**config.mk**
```make
export PLATFORM = sky130hd
export DESIGN_NAME = matrix_3x3_gen
export DESIGN_NICKNAME = d
export VERILOG_FILES = /design/src/rtl/matrix_3x3_gen_pkg.sv /design/src/rtl/matrix_3x3_gen_row_shift.sv /design/src/rtl/matrix_3x3_gen.sv
export SDC_FILE = /design/constraint.sdc
export NUM_CORES = 1
export LEC_CHECK = 0
export CORE_MARGIN = 2
export CORE_UTILIZATION = 41
export CTS_CLUSTER_DIAMETER = 30
export DETAILED_ROUTE_END_ITERATION = 8
export GPL_TIMING_DRIVEN = 0
export HOLD_SLACK_MARGIN = 0.08
export PLACE_DENSITY = 0.85
export SKIP_CTS_REPAIR_TIMING = 1
export SLEW_MARGIN = 20
export SYNTH_ARGS = -nofsm -noshare
export SYNTH_HDL_FRONTEND = slang
export SYNTH_SLANG_ARGS = --single-unit
```
**constraint.sdc**
```tcl
create_clock -name clk -period 1.2 [get_ports clk]
set_input_delay 0.24 -clock clk [delete_from_list [all_inputs] [get_ports clk]]
set_output_delay 0.24 -clock clk [all_outputs]
set_load 0.005 [all_outputs]
```
**src/rtl/matrix_3x3_gen_pkg.sv**
```systemverilog
// Shared definitions for the 3x3 window path: pipeline latency, default pixel
// width and the nine-tap window record consumed by the Gaussian kernel stage.
package matrix_pkg;

    localparam int MATRIX_LAT = 2;
    localparam int DATA_W_DEF = 8;

    typedef struct packed {
        logic [DATA_W_DEF-1:0] p11, p12, p13;
        logic [DATA_W_DEF-1:0] p21, p22, p23;
        logic [DATA_W_DEF-1:0] p31, p32, p33;
    } window_t;

endpackage

```
**src/rtl/matrix_3x3_gen_row_shift.sv**
```systemverilog
// One window row: three-deep shift register, tap3 newest, with synchronous
// clear (line start) taking priority over the shift enable.
module matrix_row_shift #(
    parameter int DATA_W = 8
) (
    input  logic              clk,
    input  logic              rst_n,
    input  logic              clr,
    input  logic              en,
    input  logic [DATA_W-1:0] din,
    output logic [DATA_W-1:0] tap1,
    output logic [DATA_W-1:0] tap2,
    output logic [DATA_W-1:0] tap3
);

    always_ff @(posedge clk or negedge rst_n) begin
        if (!rst_n) begin
            tap1 <= '0;
            tap2 <= '0;
            tap3 <= '0;
        end else if (clr) begin
            tap1 <= '0;
            tap2 <= '0;
            tap3 <= '0;
        end else if (en) begin
            tap1 <= tap2;
            tap2 <= tap3;
            tap3 <= din;
        end
    end

endmodule

```
**src/rtl/matrix_3x3_gen.sv**
```systemverilog
// Line-buffer controller and 3x3 window generator: drives two cascaded external
// line FIFOs (A = line n-1, B = line n-2) and shifts the three rows into taps.
module matrix_3x3_gen
    import matrix_pkg::*;
#(
    parameter int DATA_W = DATA_W_DEF
) (
    input  logic              clk,
    input  logic              rst_n,
    input  logic              pre_vsync,
    input  logic              pre_href,
    input  logic              pre_de,
    input  logic [DATA_W-1:0] pre_data,
    output logic              fifo_rst,
    output logic              fa_wr_en,
    output logic [DATA_W-1:0] fa_wr_data,
    output logic              fa_rd_en,
    input  logic [DATA_W-1:0] fa_rd_data,
    input  logic              fa_full,
    input  logic              fa_empty,
    output logic              fb_wr_en,
    output logic [DATA_W-1:0] fb_wr_data,
    output logic              fb_rd_en,
    input  logic [DATA_W-1:0] fb_rd_data,
    input  logic              fb_full,
    input  logic              fb_empty,
    output logic [DATA_W-1:0] matrix_p11,
    output logic [DATA_W-1:0] matrix_p12,
    output logic [DATA_W-1:0] matrix_p13,
    output logic [DATA_W-1:0] matrix_p21,
    output logic [DATA_W-1:0] matrix_p22,
    output logic [DATA_W-1:0] matrix_p23,
    output logic [DATA_W-1:0] matrix_p31,
    output logic [DATA_W-1:0] matrix_p32,
    output logic [DATA_W-1:0] matrix_p33,
    output logic              matrix_de,
    output logic              matrix_href,
    output logic              matrix_vsync,
    output logic              buf_err
);

    logic       vsync_d, href_d;
    logic       vs_rise, href_rise, href_fall;
    logic [1:0] lcnt;
    logic       lcnt_ge1, lcnt_ge2;
    logic       rd_b_d;
    logic       err_hit;
    logic [DATA_W-1:0] row3_q;

    // {vsync, href, de} per stage; stage 1 de is the window shift enable
    logic [MATRIX_LAT:1][2:0] sync_pipe;

    logic [2:0][DATA_W-1:0] row_in, tap1, tap2, tap3;

    assign vs_rise   = pre_vsync & ~vsync_d;
    assign href_rise = pre_href  & ~href_d;
    assign href_fall = ~pre_href &  href_d;
    assign lcnt_ge1  = (lcnt >= 2'd1);
    assign lcnt_ge2  = (lcnt >= 2'd2);

    always_ff @(posedge clk or negedge rst_n) begin
        if (!rst_n) begin
            vsync_d <= 1'b0;
            href_d  <= 1'b0;
            lcnt    <= 2'd0;
        end else begin
            vsync_d <= pre_vsync;
            href_d  <= pre_href;
            if (vs_rise)
                lcnt <= 2'd0;
            else if (href_fall && lcnt != 2'd2)
                lcnt <= lcnt + 2'd1;
        end
    end

    assign fa_wr_en   = pre_de;
    assign fa_wr_data = pre_data;
    assign fa_rd_en   = pre_de & lcnt_ge1;
    assign fb_rd_en   = pre_de & lcnt_ge2;
    assign fb_wr_data = fa_rd_data;

    assign err_hit = (fa_wr_en & fa_full)  | (fb_wr_en & fb_full) |
                     (fa_rd_en & fa_empty) | (fb_rd_en & fb_empty);

    // fifo_rst comes out of reset high so the FIFOs are flushed until the first edge
    always_ff @(posedge clk or negedge rst_n) begin
        if (!rst_n) begin
            fifo_rst <= 1'b1;
            buf_err  <= 1'b0;
        end else begin
            fifo_rst <= vs_rise;
            if (vs_rise)
                buf_err <= 1'b0;
            else if (err_hit)
                buf_err <= 1'b1;
        end
    end

    always_ff @(posedge clk or negedge rst_n) begin
        if (!rst_n) begin
            fb_wr_en  <= 1'b0;
            rd_b_d    <= 1'b0;
            row3_q    <= '0;
            sync_pipe <= '0;
        end else begin
            fb_wr_en     <= fa_rd_en;
            rd_b_d       <= fb_rd_en;
            if (pre_de)
                row3_q <= pre_data;
            sync_pipe[1] <= {pre_vsync, pre_href, pre_de};
            for (int i = 2; i <= MATRIX_LAT; i++)
                sync_pipe[i] <= sync_pipe[i-1];
        end
    end

    // FIFO read data lands one cycle after rd_en; the delayed enables gate it
    assign row_in[0] = rd_b_d   ? fb_rd_data : '0;
    assign row_in[1] = fb_wr_en ? fa_rd_data : '0;
    assign row_in[2] = row3_q;

    for (genvar r = 0; r < 3; r++) begin : g_row
        matrix_row_shift #(.DATA_W(DATA_W)) u_row (
            .clk   (clk),
            .rst_n (rst_n),
            .clr   (href_rise),
            .en    (sync_pipe[1][0]),
            .din   (row_in[r]),
            .tap1  (tap1[r]),
            .tap2  (tap2[r]),
            .tap3  (tap3[r])
        );
    end

    assign matrix_p11 = tap1[0];
    assign matrix_p12 = tap2[0];
    assign matrix_p13 = tap3[0];
    assign matrix_p21 = tap1[1];
    assign matrix_p22 = tap2[1];
    assign matrix_p23 = tap3[1];
    assign matrix_p31 = tap1[2];
    assign matrix_p32 = tap2[2];
    assign matrix_p33 = tap3[2];

    assign matrix_vsync = sync_pipe[MATRIX_LAT][2];
    assign matrix_href  = sync_pipe[MATRIX_LAT][1];
    assign matrix_de    = sync_pipe[MATRIX_LAT][0];

endmodule

```
==> results of run 1 <==
-- flip-flops by register name (all words and copies together), names as in the netlist, 2 cells and up --
name and flops:
g_row.u_row.tap1 24, g_row.u_row.tap2 24, g_row.u_row.tap3 24, row3_q 8, sync_pipe 3, lcnt 2
-- layout by cell type, fill, tap and decap left out, types with 2 or more instances in the layout --
master / n
nand3_1: 16
a21oi_2: 2
mux2_2: 8
clkbuf_1: 2
nand2b_1: 16
clkdlybuf4s50_1: 24
a21oi_1: 15
dlymetal6s2s_1: 74
buf_4: 69
ha_2: 2
clkbuf_8: 10
inv_1: 2
nor2_1: 58
clkbuf_2: 30
mux2i_1: 57
nor2b_1: 3
buf_6: 6
dlygate4sd3_1: 2
dfrtp_1: 91
-- power breakdown --
part	internal (W)	switching [W]
combinational	0.00103	0.000763
sequential	0.00342	0.000223
clock	0.00103	0.00111
total	0.00548	0.00210
-- layer usage --
metal	track usage [%]	up-vias	part of all wire, %
met4	7.06	0	0.84
met5	0	-	0
met3	4.23	8	4.5
met1	25.2	1503	41
li1	-	1396	-
met2	32.7	88	53
-- cells by family (layout without fill, tap and decap cells) --
group / after synthesis / count (layout) / synth area share, %
compound gates: 20 / 20 / 2.79
xor+xnor: 1 / 1 / 0.230
fa+ha+maj: 2 / 2 / 0.656
buf+inv: 40 / 230 / 7.22
flops: 92 / 92 / 60.4
mux: 65 / 65 / 17.3
other cells: 0 / 1 / 0
simple gates: 95 / 95 / 11.4
-- path summary, 6_finish.rpt --
path,to
min in group asynchronous,g_row[0].u_row.tap2[1]
setup / recovery,fb_rd_en
hold reg to reg,matrix_vsync
hold / removal,row3_q[0]
setup reg to reg,buf_err
max in group asynchronous,fifo_rst
-- worst max-delay path: stages (launching register included) --
cell	delay [ps]
dfrtp_1	430
ha_2	210
o21a_1	190
clkbuf_2	120
-- area by class of cell --
class                   count  area (µm²)  share of cell area [%]
diodes                      1        2.50                  0.0421
plain buffers              38         315                    5.31
clock buffers              11         141                    2.38
clock inverters             5        60.1                    1.01
inverters                   2        7.51                   0.126
multi-input cells         183        1260                    21.2
flip-flops and latches     92        2300                    38.8
well taps                 111         139                    2.34
repair buffers            174        1710                    28.8
-- metrics by stage --
step	cells	util (%)	cell area (µm²)	power, W
finish	617	64.9	5940	0.00758
global route	616	64.8	5930	0.00798
CTS	572	59.9	5480	0.00751
detailed placement	556	57.7	5280	0.00537
global placement	555	57.4	5250	0.00530
floorplan	315	-	3820	0.00433
==> metrics.md, run 1 <==
| Metric | Value |
|---|---|
| Critical path peak fanout | `4` |
| Crit. Startpoint | `lcnt[1]` |
| Number of global-route vias before repair | `slightly above 3,000` |
| Period utilization | `129%` |
| Share of cells above drive strength 1 | `28.1%` |
| Reg clk slew, reported paths | `~100 ps` |
| Worst-skew pair later-pin latency | `360 ps` |
| Most frequent cells after synthesis | `dfrtp_1 (91), nor2_1 (58), mux2i_1 (57)` |
| Die area | `about 0.010 mm²` |
| Synth Instances | `between 300 and 400` |
| Startpoint Class | `flip-flop` |
| Hold Path Class | `input port to flip-flop` |
| EDFF count, synth | `0` |
| Ports | `130` |
| Site Rows | `35` |
| Critical path capture point type | `primary output` |
| CTS tree | `yes` |
| Number of max-cap violations | `0` |
| Rel. slew slack | `70.9%` |
| Top_reg_cell synth | `dfrtp_1` |
| Reg2reg start | `lcnt[1]` |
| GR Overflow Total | `0` |
| Synth top area cells | `dfrtp_1 (60%), mux2i_1 (15%), nor2_1 (5.7%)` |
| Htree depth | `3` |
| Total CTS buffers | `9` |
| Final Hold Viols | `0` |
| DRC | `0` |
| Leak Pwr | `3.97 nW` |
| Final setup fails | `8` |
| Synth warn | `0` |
| Failing checks | `negative setup slack` |
| Count leader, synth | `dfrtp_1` |
| WHS Path Cells | `2` |
| Synth area leader | `dfrtp_1` |
| Classification of the worst setup path | `flip-flop to primary output` |
| Root buffer cell | `clkbuf_8` |
| Hold path start | `pre_data[0]` |
| Detail Placement HPWL | `approximately 6800 µm` |
| Initial antenna violation count | `0` |
| Post-synthesis average cell area | `between 10 and 15 µm²` |
| Detail Route Antenna Nets | `0` |
| Starting Density | `about two fifths` |
| Total number of vias | `around 3,000` |
| RSZ-0062 raised after global routing | `true` |
| Initial DRC count | `between 100 and 150` |
| WL/cell | `about 17 µm` |
| Drt total wl | `between 10,000 and 15,000 µm` |
| Port Buffers | `between 100 and 150` |
| Syn_nets | `350` |
| Die X | `100 µm` |
| Nets | `about 540` |
| Pins Over Slew Limit | `0` |
| Clk sinks | `92` |
| Placer Congestion | `around 0.75` |
| Pwr dens | `roughly 1300 mW/mm²` |
| DP Worst Slack | `-800 ps` |
| First-pass GRT wire length | `approximately 15,000 µm` |
| Largest net degree at the start of global routing | `between 40 and 50` |
| Fmax | `0.648 GHz` |
| Max clock buf depth | `2` |
| Arr. time, crit path | `between 1000 and 1500 ps` |
| Crit path time final | `1540 ps` |
| Area Growth Syn to Fin | `55.6%` |
| Count of cell types in the netlist | `21` |
| Worst hold slack | `about 140 ps` |
| #FFs+latches synth | `a little over 90` |
| Router iterations before antenna repair | `4` |
| Clk_skew | `between 10 and 15 ps` |
| TNS Setup | `-1030 ps` |
| Core Box Area | `roughly 0.0092 mm²` |
| CP Data Required Time | `around 960 ps` |
| Total track usage | `about a fifth` |
| Fillers | `just over 700` |
| Post-synthesis sequential area ratio | `between 60% and 70%` |
| Die H | `between 100 and 150 µm` |
| Synth top area share | `between 50 and 60%` |
| R2r setup slk | `-220 ps` |
| Async SR Flop Fraction | `100%` |
| Drt via density | `approximately 4.9` |
| Slew @ Worst Pin | `about 440 ps` |
| Final worst slack | `-342 ps` |
| Mapped Area | `0.00381 mm²` |
| Reg2Reg Depth | `5` |
| Status | `finished with violations` |
| Max rail drop VDD | `slightly above 1 mV` |
No activity file was read; power rests on OpenSTA's default activity.
==> run 2, diff against run 1 <==
--- a/config.mk
+++ b/config.mk
@@ -13,4 +13,5 @@
 export HOLD_SLACK_MARGIN = 0.08
-export PLACE_DENSITY = 0.85
+export PLACE_DENSITY_LB_ADDON = 0.3
 export SKIP_CTS_REPAIR_TIMING = 1
+export SKIP_LAST_GASP = 1
 export SLEW_MARGIN = 20
==> constraint.sdc (replaced) <==
create_clock -name clk -period 1.2 [get_ports clk]
set_input_delay 0.36 -clock clk [delete_from_list [all_inputs] [get_ports clk]]
set_output_delay 0.36 -clock clk [all_outputs]
set_load 0.005 [all_outputs]
==> run 2 against run 1 <==
Utilization decreased by 3.0 points; clock skew decreased by 0.55 ps; register-to-register slack about the same; hold slack improved by 11 ps; the run still ends with negative setup slack left; final area decreased by 4.7%.
==> metrics.md, run 2 (synthesized netlist as in run 1, its figures left out) <==
| Metric | Value |
|---|---|
| Rel. slew slack | `73.4% (+2.5 points)` |
| Root buffer cell | `clkbuf_8` |
| Site Rows | `35 (unchanged)` |
| Arr. time, crit path | `1320 ps (+20 ps)` |
| DRC | `0 (unchanged)` |
| Largest regs | `g_row.u_row.tap1 (24), g_row.u_row.tap2 (24), g_row.u_row.tap3 (24)` |
| Crit Reg-Reg Endpoint | `buf_err` |
| Clk_skew | `12.4 ps (-0.552 ps)` |
| Largest net degree at the start of global routing | `53 (+8.2%)` |
| Reg2reg start | `lcnt[1]` |
| Critical path peak fanout | `4 (unchanged)` |
| Initial DRC count | `63 (-43%)` |
| N_diodes | `0 (-1)` |
| Initial antenna violation count | `0 (unchanged)` |
| WHS Endpoint | `sync_pipe[0]` |
| Total track usage | `19.0% (-0.59 points)` |
| Ports | `130 (unchanged)` |
| WL/cell | `15.7 µm (-8.1%)` |
| TNS Setup | `-3530 ps (-2500 ps)` |
| Fin area | `0.00566 mm² (-4.7%)` |
| Max clock buf depth | `2 (unchanged)` |
| CTS tree | `yes` |
| Die H | `100 µm (unchanged)` |
| Max rail drop VDD | `0.662 mV (-36%)` |
| Core Box Area | `0.00915 mm² (unchanged)` |
| Final setup fails | `75 (+67)` |
| Commonest cells after routing, fill and taps aside | `dfrtp_1 (91), clkbuf_2 (87), buf_4 (69)` |
| Fin util | `61.8% (-3.0 points)` |
| Failing checks | `negative setup slack` |
| Pins Over Slew Limit | `0 (unchanged)` |
| Worst-skew pair later-pin latency | `350 ps (about the same)` |
| Hold Path Class | `input port to flip-flop` |
| Starting Density | `41.7% (unchanged)` |
| Most common cell after layout, fill and taps aside | `dfrtp_1` |
| Total CTS buffers | `9 (unchanged)` |
| Number of global-route vias before repair | `2,899 (-4.9%)` |
| Detail Placement HPWL | `6590 µm (-3.5%)` |
| Drt total wl | `9780 µm (-7.1%)` |
| Critical path capture point type | `primary output` |
| Area Growth Syn to Fin | `48.3%` |
| Pwr dens | `1360 mW/mm² (+6.1%)` |
| Period utilization | `140% (+12 points)` |
| Total number of vias | `2,987 (-0.27%)` |
| Worst path slowest cell | `dfrtp_1` |
| Share of cells above drive strength 1 | `41.1% (+13 points)` |
| Fmax | `0.595 GHz (-8.3%)` |
| Detail Route Antenna Nets | `0 (unchanged)` |
| Crit path time final | `1680 ps (+139 ps)` |
| Slew @ Worst Pin | `400 ps (-36.9 ps)` |
| Final worst slack | `-481 ps (-139 ps)` |
| Worst stage delay on the critical path | `430 ps (about the same)` |
| CP Buf/Inv Count | `1 (unchanged)` |
| Number of max-cap violations | `0 (unchanged)` |
| CP top delay family | `flip-flops` |
| Nets | `543 (+1.5%)` |
| Die X | `100 µm (unchanged)` |
| Htree depth | `3 (unchanged)` |
| Drt via density | `4.79 (-1.4%)` |
| Placed cell areas | `0.00528 mm² (unchanged)` |
| Reg2Reg Depth | `5 (unchanged)` |
| First-pass GRT wire length | `14,800 µm (-2.5%)` |
| Crit-path cells | `ha_2, o21a_4, clkbuf_2` |
| RSZ-0062 raised after global routing | `true` |
| Status | `finished with violations` |
| Placer Congestion | `0.739 (-1.2%)` |
| Clk sinks | `92 (unchanged)` |
| Classification of the worst setup path | `flip-flop to primary output` |
| Startpoint Class | `flip-flop` |
| GR Overflow Total | `0 (unchanged)` |
| Leak Pwr | `3.24 nW (-18%)` |
| R2r setup slk | `-210 ps (about the same)` |
| WHS Path Cells | `1 (-1)` |
| Final Hold Viols | `0 (unchanged)` |
| Hold path start | `pre_de` |
| Reg clk slew, reported paths | `90 ps (about the same)` |
| Die area | `0.0101 mm² (unchanged)` |
| Port Buffers | `129 (unchanged)` |
| Router iterations before antenna repair | `4 (unchanged)` |
| CP Data Required Time | `840 ps (-120 ps)` |
-- run 2: metal layers --
metal	vias to the layer above	global-route usage, %	wire, µm
li1	1417	-	-
met1	1460	25.4	4330
met2	103	29.8	4690
met3	7	5.62	669
met4	0	6.43	80
met5	-	0	0
-- run 2: stage by stage --
stage | hold slack, ps | setup slack [ps] | cells | total power [W]
after global placement | 360 | -3560 | 555 | 0.00531
after global routing | 127 | -553 | 624 | 0.00807
after CTS | -89.2 | -1140 | 572 | 0.00767
final | 152 | -481 | 624 | 0.00767
after detailed placement | 302 | -1120 | 556 | 0.00537
after floorplan | 64.4 | 12.1 | 315 | 0.00433
-- run 2: worst max-delay path by stage --
stage             from       end  slack, ps  depth (start not counted)
3_3_place_gp     rst_n   buf_err      -3560                          1
6_report       lcnt[1]  fb_rd_en       -480                          3
4_1_cts         pre_de  fa_rd_en      -1140                          4
5_1_grt        lcnt[1]  fb_rd_en       -550                          3
3_5_place_dp    pre_de  fa_rd_en      -1120                          4
2_1_floorplan  lcnt[0]   buf_err         10                          5
-- run 2: area by class of cell --
class                      count  area, µm²
tap                          111        139
timing repair buffer         182       1380
fill                         800       3490
sequential                    92       2300
buffer                        38        332
multi-input combinational    183       1270
clock buffer                   9        124
inverter                       2       7.51
clock inverter                 7       97.6
-- run 2: where the power goes --
part           switching (W)  internal, W  leakage (nW)
Combinational       0.000751     0.000968          1.91
Sequential          0.000230      0.00342          1.22
Clock                0.00111      0.00118         0.106
Total                0.00209      0.00558          3.24
==> run 3, diff against run 2 <==
- CORE_UTILIZATION: 41 -> 49
- clock period: 1.2 -> 2 ns (I/O delays scaled with it)
==> run 3 against run 2 <==
The flow now finishes without violations; critical path depth did not move; register-to-register slack improved by 850 ps; total power fell by 41%; final cell count fell by 9.6%; largest cell class unchanged; largest power group unchanged.
==> metrics.md, run 3 (synthesized netlist as in run 1, its figures left out) <==
| Metric | Value |
|---|---|
| Arr. time, crit path | `1360 ps (+40 ps)` |
| Initial DRC count | `71 (+13%)` |
| Number of max-cap violations | `0 (unchanged)` |
| Overall power | `0.00455 W (-41%)` |
| Site Rows | `32 (-8.6%)` |
| Grt met2 use | `37.1% (+7.2 points)` |
| Root buffer cell | `clkbuf_8` |
| RSZ-0062 raised after global routing | `false` |
| Htree depth | `3 (unchanged)` |
| Reg clk slew, reported paths | `90 ps (about the same)` |
| Crit-path cells | `dlymetal6s2s_1, buf_4, clkdlybuf4s50_1` |
| Fmax | `approximately 0.51 GHz` |
| Drt total wl | `8830 µm (-9.6%)` |
| Pins Over Slew Limit | `0 (unchanged)` |
| Met3 usage | `4.85% (-0.77 points)` |
| CTS tree | `yes` |
| Share of cells above drive strength 1 | `14.9% (-26 points)` |
| Die H | `92.2 µm (-8.2%)` |
| Worst path slowest cell | `clkdlybuf4s50_1` |
| Core Box Area | `0.00765 mm² (-16%)` |
| Fillers | `561 (-30%)` |
| Reg2Reg Depth | `5 (unchanged)` |
| GR Overflow Total | `0 (unchanged)` |
| Largest regs | `g_row.u_row.tap1 (24), g_row.u_row.tap2 (24), g_row.u_row.tap3 (24)` |
| CP top delay family | `buffers and inverters` |
| Initial antenna violation count | `0 (unchanged)` |
| N_diodes | `0 (unchanged)` |
| Starting Density | `49.9% (+8.2 points)` |
| Slew @ Worst Pin | `524 ps (+125 ps)` |
| Busiest grt layer | `met2` |
| Drt via density | `4.97 (+3.8%)` |
| WL/cell | `15.7 µm (about the same)` |
| Final setup fails | `0 (-100%)` |
| Rel. slew slack | `65.0% (-8.3 points)` |
| Worst-skew pair later-pin latency | `350 ps (about the same)` |
| Crit Reg-Reg Endpoint | `buf_err` |
| Final Hold Viols | `0 (unchanged)` |
| Max rail drop VDD | `0.541 mV (-18%)` |
| Ports | `130 (unchanged)` |
| Worst stage delay on the critical path | `500 ps (+70 ps)` |
| Placer Congestion | `0.727 (-1.6%)` |
| Classification of the worst setup path | `input port to primary output` |
| Detail Placement HPWL | `6450 µm (-2.1%)` |
| Critical Path End | `fb_wr_data[1]` |
| Period utilization | `97.8%` |
| Die X | `92.2 µm (-8.2%)` |
| Total track usage | `22.0% (+3.0 points)` |
| Total CTS buffers | `9 (unchanged)` |
| CP Data Required Time | `1400 ps (+560 ps)` |
| Crit. path cell count | `3 (unchanged)` |
| Startpoint Class | `input port` |
| Pwr dens | `820 mW/mm² (-39%)` |
| CP Buf/Inv Count | `3 (+2)` |
| Largest net degree at the start of global routing | `62 (+17%)` |
| Critical path peak fanout | `2 (-2)` |
| Leak Pwr | `2.77 nW (-15%)` |
| Clk_skew | `12.0 ps (-0.415 ps)` |
| DRC | `0 (unchanged)` |
| DP Worst Slack | `-733 ps (+387 ps)` |
| Hold Path Class | `input port to asynchronous set/reset pin` |
| Commonest cells after routing, fill and taps aside | `clkdlybuf4s50_1 (108), dfrtp_1 (91), nor2_1 (58)` |
| Die area | `0.00851 mm² (-16%)` |
| First-pass GRT wire length | `14,400 µm (-3.0%)` |
| Number of global-route vias before repair | `2,952 (+1.8%)` |
| Max clock buf depth | `2 (unchanged)` |
| Total number of vias | `2,802 (-6.2%)` |
| Most common cell after layout, fill and taps aside | `clkdlybuf4s50_1` |
| Status | `finished clean` |
| Area Growth Syn to Fin | `45.3%` |
| Clk sinks | `92 (unchanged)` |
| Critical path capture point type | `primary output` |
| Router iterations before antenna repair | `4 (unchanged)` |
| R2r setup slk | `640 ps (+850 ps)` |
| Final worst slack | `43.3 ps (+524 ps)` |
| Reg2reg start | `lcnt[0]` |
| Crit path time final | `between 1500 and 2000 ps` |
| Crit. Startpoint | `fa_rd_data[1]` |
| Detail Route Antenna Nets | `0 (unchanged)` |
| Port Buffers | `129 (unchanged)` |
| Met1 Use GR | `28.2% (+2.8 points)` |
| Nets | `492 (-9.4%)` |
run 3: changes by cell type in the layout (fill, tap and decap cells not counted), moves of 2 or more:
cell / previous run / this run
clkbuf_1: 1 / 3
buf_4: 69 / 24
a21oi_2: 3 / 0
clkbuf_16: 2 / 0
clkdlybuf4s50_1: 13 / 108
dlymetal6s2s_1: 27 / 18
clkinv_4: 0 / 2
buf_8: 3 / 1
clkbuf_2: 87 / 2
a21oi_1: 14 / 17
inv_6: 2 / 0
buf_2: 5 / 9
buf_6: 10 / 4
run 3: area by class of cell:
| cell class | instances | area, µm² | area share, % |
|---|---|---|---|
| Sequential cell | 92 | 2300 | 41.6 |
| Tap cell | 102 | 128 | 2.30 |
| Clock buffer | 11 | 141 | 2.55 |
| Buffer | 38 | 274 | 4.94 |
| Clock inverter | 5 | 85.1 | 1.53 |
| Timing Repair Buffer | 131 | 1360 | 24.6 |
| Inverter | 2 | 7.51 | 0.135 |
| Multi-Input combinational cell | 183 | 1240 | 22.4 |
run 3: worst min path at each step:
stage	cells after the start	to	slack (ps)	startpoint
after floorplan	0	buf_err	300	rst_n
after global placement	0	matrix_de	360	sync_pipe[0]
after detailed placement	0	matrix_vsync	370	sync_pipe[2]
after CTS	1	buf_err	120	rst_n
after global routing	1	row3_q[6]	120	rst_n
final	1	row3_q[6]	120	rst_n
run 3: report_power, final:
group / switching, W / internal, W
Clock: 0.000633 / 0.000743
Sequential: 0.000151 / 0.00205
Combinational: 0.000391 / 0.000574
run 3: routing by layer:
metal | up-vias | part of all wire, %
li1 | 1315 | -
met1 | 1398 | 42
met2 | 79 | 52
met3 | 10 | 5.3
met4 | 0 | 1.4
met5 | - | 0
run 3: stage by stage:
stage	cells	cell area [µm²]	utilization (%)	hold slack (ps)	TNS, ps
2_1_floorplan	315	3810	-	304	0
3_3_place_gp	546	5230	68.4	359	-278160
3_5_place_dp	547	5260	68.8	368	-6110
4_1_cts	563	5490	71.8	120	-6220
5_1_grt	564	5540	72.5	119	0
6_report	564	5540	72.5	117	0
